==> src/rtl/cpu_ctrl_pkg.sv <==
// Shared definitions for the hardwired CPU control sequencer.
// Covers opcode and ALU encodings, bus_src/ld_en bit positions, the instruction-class
// enum, the sequencer phase enum, and the final T-state of each class.
package cpu_ctrl_pkg;

  // Opcodes, IR[31:27]
  localparam logic [4:0] OP_LD   = 5'b00000;
  localparam logic [4:0] OP_LDI  = 5'b00001;
  localparam logic [4:0] OP_ST   = 5'b00010;
  localparam logic [4:0] OP_ADD  = 5'b00011;
  localparam logic [4:0] OP_SUB  = 5'b00100;
  localparam logic [4:0] OP_AND  = 5'b00101;
  localparam logic [4:0] OP_OR   = 5'b00110;
  localparam logic [4:0] OP_ADDI = 5'b01100;
  localparam logic [4:0] OP_ANDI = 5'b01101;
  localparam logic [4:0] OP_ORI  = 5'b01110;
  localparam logic [4:0] OP_BR   = 5'b10011;
  localparam logic [4:0] OP_JR   = 5'b10100;
  localparam logic [4:0] OP_JAL  = 5'b10101;
  localparam logic [4:0] OP_IN   = 5'b10110;
  localparam logic [4:0] OP_OUT  = 5'b10111;
  localparam logic [4:0] OP_MFHI = 5'b11000;
  localparam logic [4:0] OP_MFLO = 5'b11001;
  localparam logic [4:0] OP_NOP  = 5'b11010;
  localparam logic [4:0] OP_HALT = 5'b11011;

  // The ALU uses the opcode encoding of its register-form instructions.
  localparam logic [4:0] ALU_ADD = OP_ADD;
  localparam logic [4:0] ALU_SUB = OP_SUB;
  localparam logic [4:0] ALU_AND = OP_AND;
  localparam logic [4:0] ALU_OR  = OP_OR;

  // Bit positions in bus_src, which is {InPort,C,LO,HI,Zlo,MDR,PC}out.
  localparam int BS_W      = 7;
  localparam int BS_PC     = 0;
  localparam int BS_MDR    = 1;
  localparam int BS_ZLO    = 2;
  localparam int BS_HI     = 3;
  localparam int BS_LO     = 4;
  localparam int BS_C      = 5;
  localparam int BS_INPORT = 6;

  // Bit positions in ld_en, which is {OutPort,CON,LO,HI,Z,Y,IR,MDR,PC,MAR}in.
  localparam int LD_W       = 10;
  localparam int LD_MAR     = 0;
  localparam int LD_PC      = 1;
  localparam int LD_MDR     = 2;
  localparam int LD_IR      = 3;
  localparam int LD_Y       = 4;
  localparam int LD_Z       = 5;
  localparam int LD_HI      = 6;
  localparam int LD_LO      = 7;
  localparam int LD_CON     = 8;
  localparam int LD_OUTPORT = 9;

  typedef enum logic [3:0] {
    CLS_ALU_R, CLS_ALU_I, CLS_LD, CLS_LDI, CLS_ST, CLS_BR, CLS_JR,
    CLS_JAL, CLS_IN, CLS_OUT, CLS_MFHI, CLS_MFLO, CLS_NOP, CLS_HALT
  } instr_class_e;

  typedef enum logic [1:0] {
    PH_IDLE, PH_EXEC, PH_HALT
  } phase_e;

  // Final T-state index of each instruction class. Fetch always occupies T0-T2.
  function automatic logic [2:0] last_t_of(input instr_class_e cls);
    logic [2:0] lt;
    lt = 3'd2;
    unique case (cls)
      CLS_ALU_R, CLS_ALU_I, CLS_LDI:            lt = 3'd5;
      CLS_LD, CLS_ST:                           lt = 3'd7;
      CLS_BR:                                   lt = 3'd6;
      CLS_JAL:                                  lt = 3'd4;
      CLS_JR, CLS_IN, CLS_OUT, CLS_MFHI, CLS_MFLO: lt = 3'd3;
      CLS_NOP, CLS_HALT:                        lt = 3'd2;
      default:                                  lt = 3'd2;
    endcase
    return lt;
  endfunction

endpackage

==> src/rtl/control_sequencer_decode.sv <==
// Maps an opcode to its instruction class and to that class's final T-state.
// Latency: purely combinational. Backpressure: none.
// Ports: opcode (IR[31:27]) in; cls and last_t out. Undefined opcodes decode as NOP.
module opcode_class_decode
  import cpu_ctrl_pkg::*;
#(
  parameter int OPW = 5
) (
  input  logic [OPW-1:0] opcode,
  output instr_class_e   cls,
  output logic [2:0]     last_t
);

  always_comb begin
    cls = CLS_NOP;
    case (opcode)
      OP_ADD, OP_SUB, OP_AND, OP_OR: cls = CLS_ALU_R;
      OP_ADDI, OP_ANDI, OP_ORI:      cls = CLS_ALU_I;
      OP_LD:                         cls = CLS_LD;
      OP_LDI:                        cls = CLS_LDI;
      OP_ST:                         cls = CLS_ST;
      OP_BR:                         cls = CLS_BR;
      OP_JR:                         cls = CLS_JR;
      OP_JAL:                        cls = CLS_JAL;
      OP_IN:                         cls = CLS_IN;
      OP_OUT:                        cls = CLS_OUT;
      OP_MFHI:                       cls = CLS_MFHI;
      OP_MFLO:                       cls = CLS_MFLO;
      OP_HALT:                       cls = CLS_HALT;
      default:                       cls = CLS_NOP;
    endcase
  end

  assign last_t = last_t_of(cls);

endmodule

==> src/rtl/control_sequencer.sv <==
// Hardwired CPU control unit. It fetches each instruction, decodes it, and steps it through
// T-states T0..T7. All control strobes are Moore-decoded from the T-state and the IR.
// Latency: one T-state per clock, and a new fetch starts straight after the last T-state.
// Backpressure: none. stop is sampled only at an instruction boundary and parks the unit in HALT.
// Ports: clk, reset (asynchronous, active-high), ir, con_ff and stop in.
//        Out: the GPR select strobes gra/grb/grc/rin/rout/ba_out, bus_src (one-hot), ld_en,
//        inc_pc, mem_read, mem_write, alu_op and run.
module control_sequencer
  import cpu_ctrl_pkg::*;
#(
  parameter int OPW     = 5,
  parameter int TSTATES = 8
) (
  input  logic            clk,
  input  logic            reset,
  input  logic [31:0]     ir,
  input  logic            con_ff,
  input  logic            stop,
  output logic            gra,
  output logic            grb,
  output logic            grc,
  output logic            rin,
  output logic            rout,
  output logic            ba_out,
  output logic [BS_W-1:0] bus_src,
  output logic [LD_W-1:0] ld_en,
  output logic            inc_pc,
  output logic            mem_read,
  output logic            mem_write,
  output logic [4:0]      alu_op,
  output logic            run
);

  localparam int TW = $clog2(TSTATES);

  phase_e          phase_q, phase_d;
  logic [TW-1:0]   t_q, t_d;
  instr_class_e    cls;
  logic [2:0]      last_t;
  logic [OPW-1:0]  opcode;

  // The register fields of the IR are consumed by the select/encode stage, not here.
  logic unused_ir_fields;
  assign unused_ir_fields = ^ir[31-OPW:0];

  assign opcode = ir[31 -: OPW];

  opcode_class_decode #(.OPW(OPW)) u_decode (
    .opcode (opcode),
    .cls    (cls),
    .last_t (last_t)
  );

  always_ff @(posedge clk or posedge reset) begin
    if (reset) begin
      phase_q <= PH_IDLE;
      t_q     <= '0;
    end else begin
      phase_q <= phase_d;
      t_q     <= t_d;
    end
  end

  // Next-state logic. The boundary test uses >= so that an IR that changes under a running
  // instruction cannot make the sequencer overrun into T-states that class never uses.
  // nop/halt finish at T2 on the opcode presented during T2.
  always_comb begin
    phase_d = phase_q;
    t_d     = t_q;
    case (phase_q)
      PH_IDLE: begin
        phase_d = PH_EXEC;
        t_d     = '0;
      end
      PH_EXEC: begin
        if (t_q >= TW'(last_t)) begin
          t_d     = '0;
          phase_d = (cls == CLS_HALT || stop) ? PH_HALT : PH_EXEC;
        end else begin
          t_d = t_q + TW'(1);
        end
      end
      PH_HALT: begin
        phase_d = PH_HALT;
        t_d     = '0;
      end
      default: begin
        phase_d = PH_IDLE;
        t_d     = '0;
      end
    endcase
  end

  // Output decode
  always_comb begin
    gra       = 1'b0;
    grb       = 1'b0;
    grc       = 1'b0;
    rin       = 1'b0;
    rout      = 1'b0;
    ba_out    = 1'b0;
    bus_src   = '0;
    ld_en     = '0;
    inc_pc    = 1'b0;
    mem_read  = 1'b0;
    mem_write = 1'b0;
    alu_op    = 5'b00000;
    run       = 1'b0;

    case (phase_q)
      PH_IDLE: run = 1'b1;
      PH_EXEC: begin
        run    = 1'b1;
        alu_op = ALU_ADD;
        case (t_q)
          3'd0: begin
            bus_src[BS_PC] = 1'b1;
            ld_en[LD_MAR]  = 1'b1;
            ld_en[LD_Z]    = 1'b1;
            inc_pc         = 1'b1;
          end
          3'd1: begin
            bus_src[BS_ZLO] = 1'b1;
            ld_en[LD_PC]    = 1'b1;
            ld_en[LD_MDR]   = 1'b1;
            mem_read        = 1'b1;
          end
          3'd2: begin
            bus_src[BS_MDR] = 1'b1;
            ld_en[LD_IR]    = 1'b1;
          end
          default: begin
            case (cls)
              CLS_ALU_R, CLS_ALU_I: begin
                case (t_q)
                  3'd3: begin
                    grb         = 1'b1;
                    rout        = 1'b1;
                    ld_en[LD_Y] = 1'b1;
                  end
                  3'd4: begin
                    ld_en[LD_Z] = 1'b1;
                    if (cls == CLS_ALU_R) begin
                      grc    = 1'b1;
                      rout   = 1'b1;
                      alu_op = opcode[4:0];
                    end else begin
                      bus_src[BS_C] = 1'b1;
                      if (opcode[4:0] == OP_ANDI)     alu_op = ALU_AND;
                      else if (opcode[4:0] == OP_ORI) alu_op = ALU_OR;
                      else                            alu_op = ALU_ADD;
                    end
                  end
                  3'd5: begin
                    bus_src[BS_ZLO] = 1'b1;
                    gra             = 1'b1;
                    rin             = 1'b1;
                  end
                  default: ;
                endcase
              end
              // ld, ldi and st share the same effective-address sequence, using base + C with
              // R0 read as zero.
              CLS_LD, CLS_LDI, CLS_ST: begin
                case (t_q)
                  3'd3: begin
                    grb         = 1'b1;
                    ba_out      = 1'b1;
                    ld_en[LD_Y] = 1'b1;
                  end
                  3'd4: begin
                    bus_src[BS_C] = 1'b1;
                    ld_en[LD_Z]   = 1'b1;
                  end
                  3'd5: begin
                    bus_src[BS_ZLO] = 1'b1;
                    if (cls == CLS_LDI) begin
                      gra = 1'b1;
                      rin = 1'b1;
                    end else begin
                      ld_en[LD_MAR] = 1'b1;
                    end
                  end
                  3'd6: begin
                    ld_en[LD_MDR] = 1'b1;
                    if (cls == CLS_LD) begin
                      mem_read = 1'b1;
                    end else begin
                      gra  = 1'b1;
                      rout = 1'b1;
                    end
                  end
                  3'd7: begin
                    if (cls == CLS_LD) begin
                      bus_src[BS_MDR] = 1'b1;
                      gra             = 1'b1;
                      rin             = 1'b1;
                    end else begin
                      mem_write = 1'b1;
                    end
                  end
                  default: ;
                endcase
              end
              CLS_BR: begin
                case (t_q)
                  3'd3: begin
                    gra           = 1'b1;
                    rout          = 1'b1;
                    ld_en[LD_CON] = 1'b1;
                  end
                  3'd4: begin
                    bus_src[BS_PC] = 1'b1;
                    ld_en[LD_Y]    = 1'b1;
                  end
                  3'd5: begin
                    bus_src[BS_C] = 1'b1;
                    ld_en[LD_Z]   = 1'b1;
                  end
                  3'd6: begin
                    bus_src[BS_ZLO] = 1'b1;
                    ld_en[LD_PC]    = con_ff;
                  end
                  default: ;
                endcase
              end
              CLS_JR: begin
                gra          = 1'b1;
                rout         = 1'b1;
                ld_en[LD_PC] = 1'b1;
              end
              CLS_JAL: begin
                // The link register is written first, so PC is captured before it is replaced.
                if (t_q == 3'd3) begin
                  bus_src[BS_PC] = 1'b1;
                  grb            = 1'b1;
                  rin            = 1'b1;
                end else begin
                  gra          = 1'b1;
                  rout         = 1'b1;
                  ld_en[LD_PC] = 1'b1;
                end
              end
              CLS_IN: begin
                bus_src[BS_INPORT] = 1'b1;
                gra                = 1'b1;
                rin                = 1'b1;
              end
              CLS_OUT: begin
                gra               = 1'b1;
                rout              = 1'b1;
                ld_en[LD_OUTPORT] = 1'b1;
              end
              CLS_MFHI, CLS_MFLO: begin
                bus_src[(cls == CLS_MFHI) ? BS_HI : BS_LO] = 1'b1;
                gra = 1'b1;
                rin = 1'b1;
              end
              default: ;
            endcase
          end
        endcase
      end
      default: ;
    endcase
  end

endmodule
==> config.mk <==
export PLATFORM = sky130hd
export DESIGN_NAME = control_sequencer
export DESIGN_NICKNAME = d
export VERILOG_FILES = /design/src/rtl/cpu_ctrl_pkg.sv /design/src/rtl/control_sequencer_decode.sv /design/src/rtl/control_sequencer.sv
export SDC_FILE = /design/constraint.sdc
export NUM_CORES = 1
export LEC_CHECK = 0
export CORE_ASPECT_RATIO = 1.25
export CORE_MARGIN = 8
export CORE_UTILIZATION = 36
export CTS_CLUSTER_DIAMETER = 50
export DETAILED_ROUTE_END_ITERATION = 7
export PLACE_DENSITY_LB_ADDON = 0.08
export SYNTH_ARGS = -nofsm -noshare
export SYNTH_HDL_FRONTEND = slang
export SYNTH_SLANG_ARGS = --single-unit
export TNS_END_PERCENT = 50
==> constraint.sdc <==
create_clock -name clk -period 2 [get_ports clk]
set_clock_uncertainty 0.05 [all_clocks]
set_input_delay 0.4 -clock clk [delete_from_list [all_inputs] [get_ports clk]]
set_output_delay 0.4 -clock clk [all_outputs]
set_load 0.01 [all_outputs]
==> impl_metrics.env <==
export IMPL_p_per_area_nw_per_um2=1100
export IMPL_grtUsageTotal=0.218
export IMPL_crit_type="reg2out"
export IMPL_yosys_warnings=0
export IMPL_outcome="finished with violations"
export IMPL_synth_edf_count=0
export IMPL_core_sq_um=3480
export IMPL_sequentialPowerShare=0.064
export IMPL_place_hpwl_um=4830
export IMPL_final_hold_viol_count=0
export IMPL_syn_area_per_cell_sq_um=6.51
export IMPL_synth_top_area_frac=0.0956
export IMPL_die_y_um=83.4
export IMPL_clk_pin_slew_ns=0.04
export IMPL_min_period_ns=2.46
export IMPL_end_kind="output port"
export IMPL_setup_viol=30
export IMPL_firstDrtPassIters=5
export IMPL_finalSetupTns_ns=-9.21
export IMPL_ant_nets=0
export IMPL_synth_most_common_cell="nand2_1"
export IMPL_cts_htree_levels=1
export IMPL_maxClockFrequency_ghz=0.407
export IMPL_setup_ws_ns=-0.455
export IMPL_final_period_utilization=1.23
export IMPL_required_ns=1.55
export IMPL_p_leak_nw=1.26
export IMPL_io_pins=68
export IMPL_grt_max_degree=17
export IMPL_worst_path_max_fanout=4
export IMPL_io_buffer_count=36
export IMPL_num_rows=24
export IMPL_switching_power_mw=1.43
export IMPL_grt_overflow_total=0
export IMPL_drt_wirelength_per_cell_um=20.3
export IMPL_p_int_mw=1.58
export IMPL_area_growth_pct=109
export IMPL_dieArea_sq_um=5830
export IMPL_yosysUniqueCellTypes=48
export IMPL_cts_tree="yes"
export IMPL_route_final_wire_length_um=7310
export IMPL_hold_buffers=0
export IMPL_grt_pass1_vias=2239
export IMPL_comb_power_share=0.874
export IMPL_max_cap_violations=0
export IMPL_start_util=0.376
export IMPL_synth_area_sq_um=1310
export IMPL_antenna_found_initial=0
export IMPL_vdd_drop_max_mv=1.35
export IMPL_critPathLaunchType="register"
export IMPL_vias_per_cell=5.88
export IMPL_drc=0
export IMPL_gp_congestion=0.899
export IMPL_clock_path_buffers=2
export IMPL_clockPowerShare=0.061
export IMPL_clock_latency_ns=0.22
export IMPL_synth_top_cells_by_count="28 x nand2_1, 25 x a21oi_1, 19 x nor2_1, 13 x o21ai_0, 10 x buf_4"
export IMPL_insertedDiodeCount=0
export IMPL_synth_area_leaders="a21oi_1 9.6%, dfrtp_1 9.6%, ha_1 8.6%, nand2_1 8.0%, buf_4 5.7%"
export IMPL_synth_seq_cells=5
export IMPL_yosys_most_used_dff="dfrtp_1"
export IMPL_cts_sinks=5
export IMPL_synth_cells=201
export IMPL_nets=368
export IMPL_grt_pass1_wl_um=10700
export IMPL_numCtsBuffers=3
export IMPL_route_vias_total=2121
export IMPL_slew_violations=0
export IMPL_synth_top_area_cell="a21oi_1"
export IMPL_cp_arrival_ns=2.01
export IMPL_violations="setup timing"
export IMPL_async_reset_ff_frac=1.00
export IMPL_cts_root_buffer="clkbuf_8"
export IMPL_drive_above_1_share=0.615
export IMPL_sw_frac_of_total=0.475
export IMPL_ys_seq_area_frac=0.0956
export IMPL_die_w_um=69.9
export IMPL_final_util=0.784
export IMPL_hold_path_class="in2async"
export IMPL_drt_iter0_markers=143
export IMPL_grt_setup_unrepaired="true"
power by group through the flow:
stage,Sequential (mW),Clock [mW],Combinational (mW)
floorplan,0.178,0,0.895
global placement,0.175,0,1.85
detailed placement,0.179,0,1.91
CTS,0.184,0.188,2.20
global route,0.196,0.196,2.76
finish,0.194,0.185,2.64
flip-flops by register name, summed over array words and instances, names as in the netlist:
name	count
t_q	3
phase_q	2
logic make-up after synthesis:
| kind of cell | Yosys count | synth area share |
|---|---|---|
| simple gates | 97 | 0.395 |
| other cells | 1 | 0.00287 |
| compound gates | 58 | 0.269 |
| buf+inv | 27 | 0.118 |
| fa+ha+maj | 9 | 0.0860 |
| xor+xnor | 3 | 0.0258 |
| flops | 5 | 0.0956 |
| mux | 1 | 0.00860 |
metal layers:
metal | up-vias | part of all wire | GRT usage
met4 | 0 | 0.052 | 0.143
met3 | 43 | 0.064 | 0.0381
met1 | 1000 | 0.35 | 0.210
li1 | 958 | - | -
met5 | - | 0 | 0
met2 | 120 | 0.53 | 0.409
cell usage in the layout (no fill, tap or decap), drive strengths merged, types with 3 or more instances in the layout:
| cell type | n |
|---|---|
| buf | 129 |
| nand2 | 28 |
| a21oi | 25 |
| nor2 | 20 |
| o21ai | 13 |
| ha | 9 |
| nor3 | 9 |
| inv | 7 |
| nand3 | 6 |
| and3 | 6 |
| nand2b | 5 |
| dfrtp | 5 |
| clkbuf | 5 |
| nor2b | 5 |
| nand4 | 4 |
| conb | 4 |
| clkdlybuf4s50 | 4 |
| and2 | 4 |
| o211ai | 3 |
| nor4 | 3 |
metrics by stage:
| stage | hold WS (ns) | setup WS (ns) | std cells | power [mW] | instance area (sq um) |
|---|---|---|---|---|---|
| floorplan | 0.129 | -0.0121 | 204 | 1.07 | 1420 |
| global placement | 0.404 | -0.968 | 335 | 2.02 | 2250 |
| detailed placement | 0.424 | -0.931 | 335 | 2.09 | 2250 |
| CTS | 0.331 | -0.345 | 358 | 2.57 | 2590 |
| global route | 0.391 | -0.530 | 361 | 3.15 | 2730 |
| finish | 0.359 | -0.455 | 361 | 3.02 | 2730 |
final timing paths:
path | start | to | slack, ns | cells after the start
worst max-delay path | t_q[0] | bus_src[3] | -0.46 | 10
worst max register to register | t_q[0] | phase_q[1] | -0.02 | 10
min in group clk | phase_q[1] | phase_q[0] | 0.44 | 1
worst min-delay path | reset | phase_q[0] | 0.36 | 2
max in group asynchronous | reset | t_q[1] | 1.34 | 2
worst min register to register | phase_q[1] | phase_q[0] | 0.44 | 1
timing repair:
action / in CTS / in global routing
setup buffers: 17 / 3
cloned: 2 / 0
endpoints found under the hold margin: 0 / 0
setup endpoints to repair: 32 / 32
pin swaps: 32 / 20
resized for setup: 200 / 34
cell type report:
| type | count | area, sq um |
|---|---|---|
| Tap cell | 39 | 48.8 |
| Multi-Input combinational cell | 172 | 1410 |
| Clock buffer | 4 | 45.0 |
| Sequential cell | 5 | 126 |
| Inverter | 7 | 33.8 |
| Fill cell | 232 | 753 |
| Timing Repair Buffer | 134 | 1070 |
critical path, cell delays in order (launching register included):
cell	delay, ns
dfrtp_1	0.41
buf_6	0.15
ha_4	0.16
nor3_4	0.27
nor2_4	0.07
nor2_2	0.12
buf_4	0.13
buf_6	0.11
nand2_4	0.06
nor4_4	0.13
buf_2	0.17
Note: power is estimated with default switching activity, not from simulation.
